File: config.mk
export PLATFORM = sky130hd
export DESIGN_NAME = instruction_encoder
export DESIGN_NICKNAME = d
export VERILOG_FILES = /design/src/rtl/instruction_encoder_pkg.sv /design/src/rtl/instruction_field_packer.sv /design/src/rtl/instruction_encoder.sv
export SDC_FILE = /design/constraint.sdc
export NUM_CORES = 1
export LEC_CHECK = 0
export ABC_AREA = 1
export BUFFER_PORTS_ARGS = -buffer_cell sky130_fd_sc_hd__buf_2
export CORE_ASPECT_RATIO = 0.7
export CORE_MARGIN = 2
export CORE_UTILIZATION = 52
export CTS_CLUSTER_DIAMETER = 30
export CTS_CLUSTER_SIZE = 8
export DETAILED_ROUTE_END_ITERATION = 10
export PLACE_DENSITY = 0.88
export SYNTH_ARGS = -nofsm -noshare
export SYNTH_HDL_FRONTEND = slang
export SYNTH_SLANG_ARGS = --single-unit
File: constraint.sdc
create_clock -name clk -period 3.5 [get_ports clk]
set_clock_uncertainty 0.2 [all_clocks]
set_input_delay 0.35 -clock clk [delete_from_list [all_inputs] [get_ports clk]]
set_output_delay 0.35 -clock clk [all_outputs]
set_load 0.03 [all_outputs]
File: src/rtl/instruction_encoder_pkg.sv
// Shared RV32I encoder types: instruction formats, opcodes, the canonical NOP
// and the immediate sign-extension test used by the optional range check.
package instr_pkg;

  typedef enum logic [2:0] {
    FMT_R = 3'd0,
    FMT_I = 3'd1,
    FMT_S = 3'd2,
    FMT_B = 3'd3,
    FMT_U = 3'd4,
    FMT_J = 3'd5
  } instr_fmt_t;

  // addi x0, x0, 0
  localparam logic [31:0] NOP_WORD = 32'h0000_0013;

  localparam logic [6:0] OP_LUI    = 7'b0110111;
  localparam logic [6:0] OP_JAL    = 7'b1101111;
  localparam logic [6:0] OP_BRANCH = 7'b1100011;
  localparam logic [6:0] OP_STORE  = 7'b0100011;
  localparam logic [6:0] OP_IMM    = 7'b0010011;
  localparam logic [6:0] OP_REG    = 7'b0110011;

  // True when imm[31:lsb] are all copies of imm[31], i.e. the value survives
  // truncation to an (lsb+1)-bit signed field.
  function automatic logic imm_fits(input logic [31:0] imm, input int lsb);
    logic fits;
    fits = 1'b1;
    for (int i = 0; i < 31; i++) begin
      if (i >= lsb && imm[i] != imm[31]) begin
        fits = 1'b0;
      end
    end
    return fits;
  endfunction

endpackage

File: src/rtl/instruction_field_packer.sv
// Combinational RV32I format mux; with IMM_RANGE_CHECK_EN defined it also flags
// immediates that do not fit their field or illegal formats.
module instruction_field_packer
  import instr_pkg::*;
(
  input  logic [2:0]  fmt,
  input  logic [6:0]  opcode,
  input  logic [2:0]  funct3,
  input  logic [6:0]  funct7,
  input  logic [4:0]  rd,
  input  logic [4:0]  rs1,
  input  logic [4:0]  rs2,
  input  logic [31:0] imm,
  output logic [31:0] word
`ifdef IMM_RANGE_CHECK_EN
  ,
  output logic        err
`endif
);

  always_comb begin
    word = NOP_WORD;
    case (fmt)
      FMT_R: word = {funct7, rs2, rs1, funct3, rd, opcode};
      FMT_I: word = {imm[11:0], rs1, funct3, rd, opcode};
      FMT_S: word = {imm[11:5], rs2, rs1, funct3, imm[4:0], opcode};
      FMT_B: word = {imm[12], imm[10:5], rs2, rs1, funct3, imm[4:1], imm[11], opcode};
      FMT_U: word = {imm[31:12], rd, opcode};
      FMT_J: word = {imm[20], imm[10:1], imm[11], imm[19:12], rd, opcode};
      default: word = NOP_WORD;
    endcase
  end

`ifdef IMM_RANGE_CHECK_EN
  // Branch and jump offsets are halfword aligned, so a set bit 0 is an error.
  always_comb begin
    err = 1'b0;
    case (fmt)
      FMT_R:        err = 1'b0;
      FMT_I, FMT_S: err = !imm_fits(imm, 11);
      FMT_B:        err = !imm_fits(imm, 12) || imm[0];
      FMT_J:        err = !imm_fits(imm, 20) || imm[0];
      FMT_U:        err = |imm[11:0];
      default:      err = 1'b1;
    endcase
  end
`else
  logic unused_imm_lsb;
  assign unused_imm_lsb = imm[0];
`endif

endmodule

File: src/rtl/instruction_encoder.sv
// RV32I instruction encoder: packs fields, tags each word with a sequential
// byte address and buffers it in a small FIFO. Optional macro: IMM_RANGE_CHECK_EN.
module instruction_encoder
  import instr_pkg::*;
#(
  parameter int unsigned DEPTH     = 4,
  parameter int unsigned ADDR_W    = 12,
  parameter int unsigned BASE_ADDR = 0
) (
  input  logic              clk,
  input  logic              rst_n,
  input  logic              flush,
  input  logic              in_valid,
  output logic              in_ready,
  input  logic [2:0]        in_fmt,
  input  logic [6:0]        in_opcode,
  input  logic [2:0]        in_funct3,
  input  logic [6:0]        in_funct7,
  input  logic [4:0]        in_rd,
  input  logic [4:0]        in_rs1,
  input  logic [4:0]        in_rs2,
  input  logic [31:0]       in_imm,
  output logic              out_valid,
  input  logic              out_ready,
  output logic [31:0]       out_word,
  output logic [ADDR_W-1:0] out_addr,
  output logic              out_err
);

  localparam int unsigned PTR_W = $clog2(DEPTH);
  localparam logic [ADDR_W-1:0] BASE = ADDR_W'(BASE_ADDR);
  localparam logic [ADDR_W-1:0] STEP = ADDR_W'(4);

  logic [31:0]       enc_word;
  logic [31:0]       word_mem [DEPTH];
  logic [ADDR_W-1:0] addr_mem [DEPTH];
  logic [PTR_W:0]    wr_ptr;
  logic [PTR_W:0]    rd_ptr;
  logic [ADDR_W-1:0] addr_cnt;
  logic              empty;
  logic              full;
  logic              push;
  logic              pop;
  logic [PTR_W-1:0]  wr_idx;
  logic [PTR_W-1:0]  rd_idx;

`ifdef IMM_RANGE_CHECK_EN
  logic              enc_err;
  logic [DEPTH-1:0]  err_mem;
`endif

  instruction_field_packer u_packer (
    .fmt    (in_fmt),
    .opcode (in_opcode),
    .funct3 (in_funct3),
    .funct7 (in_funct7),
    .rd     (in_rd),
    .rs1    (in_rs1),
    .rs2    (in_rs2),
    .imm    (in_imm),
    .word   (enc_word)
`ifdef IMM_RANGE_CHECK_EN
    ,
    .err    (enc_err)
`endif
  );

  assign wr_idx    = wr_ptr[PTR_W-1:0];
  assign rd_idx    = rd_ptr[PTR_W-1:0];
  assign empty     = (wr_ptr == rd_ptr);
  assign full      = (wr_ptr[PTR_W] != rd_ptr[PTR_W]) && (wr_idx == rd_idx);
  assign in_ready  = !full;
  assign out_valid = !empty;
  assign push      = in_valid && in_ready && !flush;
  assign pop       = out_valid && out_ready && !flush;

  always_ff @(posedge clk or negedge rst_n) begin
    if (!rst_n) begin
      wr_ptr   <= '0;
      rd_ptr   <= '0;
      addr_cnt <= BASE;
    end else if (flush) begin
      wr_ptr   <= '0;
      rd_ptr   <= '0;
      addr_cnt <= BASE;
    end else begin
      if (push) begin
        wr_ptr   <= wr_ptr + 1'b1;
        addr_cnt <= addr_cnt + STEP;
      end
      if (pop) begin
        rd_ptr <= rd_ptr + 1'b1;
      end
    end
  end

  // Storage needs no reset: the pointers alone decide which entries are live.
  always_ff @(posedge clk) begin
    if (push) begin
      word_mem[wr_idx] <= enc_word;
      addr_mem[wr_idx] <= addr_cnt;
`ifdef IMM_RANGE_CHECK_EN
      err_mem[wr_idx]  <= enc_err;
`endif
    end
  end

  // Outputs read as zero whenever the FIFO is empty, including straight out of reset.
  assign out_word = out_valid ? word_mem[rd_idx] : '0;
  assign out_addr = out_valid ? addr_mem[rd_idx] : '0;
`ifdef IMM_RANGE_CHECK_EN
  assign out_err  = out_valid && err_mem[rd_idx];
`else
  assign out_err  = 1'b0;
`endif

endmodule

# Word level (Yosys, flattened, before mapping)
# Memory sizes are Yosys's and may differ from the RTL's.
# Cells that the tools add are included.
# word_totals
reg_bits	18
ramBits	176
in_bits	72
output_inout_bits	47
wordCells	38
n_memories	2
# memory_table
name	words	width	read_ports	rd_ports_with_merged_regs	write_ports	line_no	source
word_mem	4	32	1	0	1	instruction_encoder.sv:35	logic [31:0] word_mem [DEPTH];
addr_mem	4	12	1	0	1	instruction_encoder.sv:36	logic [ADDR_W-1:0] addr_mem [DEPTH];
# classes
addsub	3
n_eq_ne	8
mux	11
reduce_logical	11
# op_table
op	n
case mux 32 bit (6 select lines)	1
two-way mux 12 bit	3
two-way mux 32 bit	1
adder 12 x 3 -> 12 bit, second input constant	1
two-way mux 3 bit	4
adder 3 x 1 -> 3 bit, second input constant	2
equality test 3 x 2 -> 1 bit, second input constant	2
equality test 3 bit, second input constant	2
logical AND 1 bit	5
nonzero test 2 bit	2
equality test 3 x 1 -> 1 bit, second input constant	1
equality test 3 bit	1
zero test 1 bit	3
zero test 3 bit	1
equality test 2 bit	1
two-way mux 1 bit	2
inequality test 1 bit	1

# Depth between registers and ports, before layout
# depth
word_depth	7
ltp_mapped	9
mapped_depth_nobuf	9

# By module
# Synthesis repeated with hierarchy kept, for this count alone.
# unflattened
cells_unflattened	727
area_unflattened_um2	8287.9
# modules_own_cells
mod	n_inst	cells_each	area_per_inst_um2	seq_area_each_um2
instruction_encoder	1	601	7711.1	5445.2
instruction_field_packer	1	126	576.8	0.0

# Worst setup path before layout
# No wires, ideal clock.
# synth_timing
kind	flip-flop to flip-flop
startpoint	register rd_ptr[0]
endpoint	memory addr_mem[0][10] (enable)
setup_ns	0.441
arrival_ns	2.924
required_time_ns	2.859
slack_ns	-0.065
path_stages_with_launch	8
n_path_buf	1
period_less_slack_ns	3.565
path_cell_list	dfrtp_1 > buf_4 > xnor2_2 > nand3_2 > nand2_4 > nor2_4 > inv_1 > nor2_1
# synth_between
elab_chain_cells	7
# synth_lines
item	line_no	source
start: declaration	instruction_encoder.sv:38	logic [PTR_W:0] rd_ptr;
start signal: assignment	instruction_encoder.sv:92	rd_ptr <= rd_ptr + 1'b1;
equality test 2 bit	instruction_encoder.sv:71	assign full = (wr_ptr[PTR_W] != rd_ptr[PTR_W]) && (wr_idx == rd_idx);
logical AND 1 bit	instruction_encoder.sv:71	
zero test 1 bit	instruction_encoder.sv:72	assign in_ready = !full;
via in_ready	instruction_encoder.sv:14	output logic in_ready,
logical AND 1 bit (2 in a row)	instruction_encoder.sv:74	assign push = in_valid && in_ready && !flush;
two-way mux 1 bit	instruction_encoder.sv:99	if (push) begin
two-way mux 1 bit (not written as such)	instruction_encoder.sv:101	addr_mem[wr_idx] <= addr_cnt;
end: declaration	instruction_encoder.sv:36	
# The timed path passes the listed nets, and every way through them passes these cells.

# Worst setup path after layout
# layout_timing
startpoint	register rd_ptr[0]
endpoint	output out_word[0]
# layout_between
elab_chain_cells	2
word_cells_on_any_way	3
cone_classes	1 x eq/ne; 1 x mux; 1 x memory
# layout_lines
item	line_no	source
memory (4 x 32 bit) or equality test 3 bit (tied branches)	--	
two-way mux 32 bit (*)	instruction_encoder.sv:109	assign out_word = out_valid ? word_mem[rd_idx] : '0;
end: declaration	instruction_encoder.sv:25	output logic [31:0] out_word,
# Every way passes the cells marked *; elsewhere a longest branch is shown, timed or not.

==> summary.txt <==
Critical path
  – Reg2reg path depth: 7
  – CP max FO: 28
  – Reg-to-reg slack, setup: 0.95 ns
  – CP Launch Type: flop
  – Crit Path Class: flop to primary output
  – Slowest CP cell: dfrtp_4
  – FF-to-FF End: word_mem[2][30]$_DFFE_PP_
  – Crit path cell chain: xnor2_2 -> nand3_2 -> buf_4 -> nand2_1 -> inv_1 -> buf_2
  – Crit path buffers/inverters: 3
  – Worst Setup End Kind: primary output
  – Req. time, crit path: 2.95 ns
  – Crit path largest cell delay: 0.58 ns
  – Arr. time, crit path: 2.60 ns
  – RR Startpoint: rd_ptr[0]$_DFFE_PN0P_
  – Delay-heaviest family, CP: simple AND/OR/NAND/NOR gates

Pwr
  – NetSw: 1710 uW
  – Internal power: 3800 uW
  – Pwr dens: 579 nW/um^2
  – Comb power frac: 0.224
  – Reg power frac: 0.458
  – Final Power: 5510 uW
  – Sw frac: 0.310
  – P_leak: 0.00398 uW
  – Max IR drop VDD: 0.313 mV
  – Clock power frac: 0.318

Timing
  – Final setup TNS: 0 ns
  – Slew HR: 0.462
  – Worst-Margin Slew: 0.807 ns
  – Crit path time final: 3.15 ns
  – Unrepaired setup endpoints after global routing: false
  – Tcrit/Tclk final: 0.899
  – Final setup vio count: 0
  – Max Clk Rate: 318 MHz
  – Slew Viols, Final: 0
  – Final Hold Vio Count: 0

Routing
  – Vias: 5859
  – # DRC: 0
  – TritonRoute pass-1 iters: 5
  – Via density: 5.61
  – WL/cell: 18.1 um
  – Antenna-violating nets left: 0
  – Routed WL: 18.9 mm
  – Number of DRC markers in iteration 0: 704

Global route
  – First-pass GRT wire length: 28.7 mm
  – Global Route Usage Sum: 0.229
  – Vias in the first global route: 5418
  – Initial antenna violation count: 1
  – Largest net degree at the start of global routing: 87
  – Global route overflow: 0

Floorplan
  – Core area: 15500 um^2
  – I/O pin count: 119
  – Die width: 154 um
  – Starting Density: 0.531
  – Row Count: 38
  – Die Y: 109 um
  – Full die area: 16900 um^2

Layout
  – Final Cell Area: 9510 um^2
  – N_diodes: 0
  – Register area: 5450 um^2
  – Final Util: 0.613
  – Area growth from synthesis to layout: 15.4%
  – Filler cells: 1143
  – Layout Nets: 909
  – Multi-input combinational cell area: 2280 um^2
  – Share of layout cells above drive strength 1: 0.199

Run status
  – Status: completed

Clock tree
  – Resize count post-CTS: 0
  – Clock Latency Late Sink: 0.42 ns
  – Num CTS Buffers: 17
  – CTS Root Cell: clkbuf_16
  – Hold-fix buffers, CTS: 1
  – Setup bufs post-CTS: 0
  – Max clock buf depth: 2
  – Clock sinks: 184
  – H-tree depth: 4
  – CTS clk-pin slew, worst paths: 0.06 ns
  – CTS tree: yes

Synth
  – YS warnings: 0
  – Netlist cell types: 30
  – Post-synthesis sequential area ratio: 0.661
  – Cells after Synth: 724
  – Area share of the largest cell type after synthesis: 0.612
  – Synthesized area per cell: 11.4 um^2
  – Ranking of synthesized cells by area: edfxtp_1, nand2_1, mux2i_1
  – Cell taking the most area after synthesis: edfxtp_1
  – Yosys reg bits: 184
  – Mapped cell area: 8240 um^2

Hold path
  – Hold path cells: 2
  – Min-delay worst type: input port to flop
  – Hold Path End: word_mem[1][1]$_DFFE_PP_
  – Min-delay src: in_opcode[1]

Place
  – Hpwl dp: 12.0 mm
  – IO buf count: 115
  – RD Place Congestion: 0.849
  – Placed instance area: 8960 um^2

Job
  – Max cap viols: 0
## kinds of logic after synthesis
logic type               Yosys count  share of synthesized area
AO/OA/AOI/OAI                     94                     0.0652
XOR/XNOR                           8                    0.00942
adder cells (fa/ha/maj)            6                    0.00911
buffers and inverters            117                     0.0673
flip-flops                       184                      0.661
multiplexers                      42                     0.0510
other                              1                   0.000455
AND/OR/NAND/NOR                  272                      0.137
## synth_stat cells
library cell and n:
nand3_1 40, inv_4 1, buf_6 10, buf_4 8, xor2_1 5, inv_1 76, buf_2 5, o21ai_0 47
xnor2_1 2, or2_2 3, mux2i_1 42, o2111ai_1 1, o22ai_1 42, ha_1 6, clkbuf_2 1, o31ai_1 1
nor3_1 4, nor2_1 64, conb_1 1, clkbuf_1 16, nand2_1 150, nand4_1 7, nand2_2 1, o211ai_1 3
xnor2_2 1, edfxtp_1 168, nor2_4 1, nand2_4 1, nand3_2 1, dfrtp_1 16
## layout make-up
| class | count | share of cell area |
|---|---|---|
| Sequential cell | 184 | 0.573 |
| Multi-Input combinational cell | 425 | 0.240 |
| Timing Repair Buffer | 126 | 0.0734 |
| Clock buffer | 19 | 0.0455 |
| Inverter | 77 | 0.0307 |
| Tap cell | 200 | 0.0263 |
| Clock inverter | 13 | 0.0109 |
## cells in the final DEF (no fill, tap or decap), types with 6 or more instances in the layout
| master | synthesis | layout |
|---|---|---|
| buf_2 | 5 | 115 |
| buf_4 | 8 | 7 |
| clkbuf_16 | 0 | 17 |
| dfrtp_1 | 16 | 14 |
| edfxtp_1 | 168 | 168 |
| ha_1 | 6 | 6 |
| inv_1 | 76 | 76 |
| mux2i_1 | 42 | 42 |
| nand2_1 | 150 | 150 |
| nand3_1 | 40 | 39 |
| nand4_1 | 7 | 7 |
| nor2_1 | 64 | 60 |
| o21ai_0 | 47 | 47 |
| o22ai_1 | 42 | 42 |
## power by group through the flow
| stage | Combinational (uW) | Sequential, uW | Clock [uW] |
|---|---|---|---|
| after floorplan | 935 | 2550 | 0 |
| after global placement | 1200 | 2560 | 0 |
| after detailed placement | 1220 | 2570 | 0 |
| after CTS | 1230 | 2520 | 1770 |
| after global routing | 1330 | 2530 | 1860 |
| final | 1230 | 2520 | 1750 |
## sequential cells by signal, indices dropped and copies added (netlist names)
register  flops
addr_cnt     10
addr_mem     40
rd_ptr        3
word_mem    128
wr_ptr        3
## how the worst max path moves through the flow
stage                                startpoint                         to  slack [ns]  cells after the start
after CTS                 rd_ptr[0]$_DFFE_PN0P_                out_word[0]        0.35                      6
after detailed placement  rd_ptr[0]$_DFFE_PN0P_                out_word[0]        0.79                      6
final                     rd_ptr[0]$_DFFE_PN0P_                out_word[0]        0.35                      6
after global routing      rd_ptr[0]$_DFFE_PN0P_                out_addr[7]        0.19                      6
after global placement    rd_ptr[0]$_DFFE_PN0P_                out_addr[7]        0.92                      6
after floorplan           rd_ptr[0]$_DFFE_PN0P_  addr_mem[0][10]$_DFFE_PP_       -0.07                      7
## metal layers
layer / track usage / vias to the layer above / routed length (um) / part of all wire
met1: 0.311 / 2718 / 7960 / 0.42
met4: 0.0787 / 2 / 447 / 0.024
met3: 0.0670 / 45 / 1940 / 0.10
li1: - / 2718 / - / -
met2: 0.360 / 376 / 8550 / 0.45
met5: 0 / - / 11 / 0.00058
## per-stage QoR
stage / setup slack [ns] / std cells / hold slack, ns
finish: 0.353 / 1044 / 0.0399
global route: 0.189 / 1044 / 0.0215
CTS: 0.347 / 1044 / 0.0191
detailed placement: 0.792 / 1011 / 0.0942
global placement: 0.922 / 1011 / 0.0866
floorplan: -0.0650 / 726 / -0.146
No activity file was read; power rests on OpenSTA's default activity.
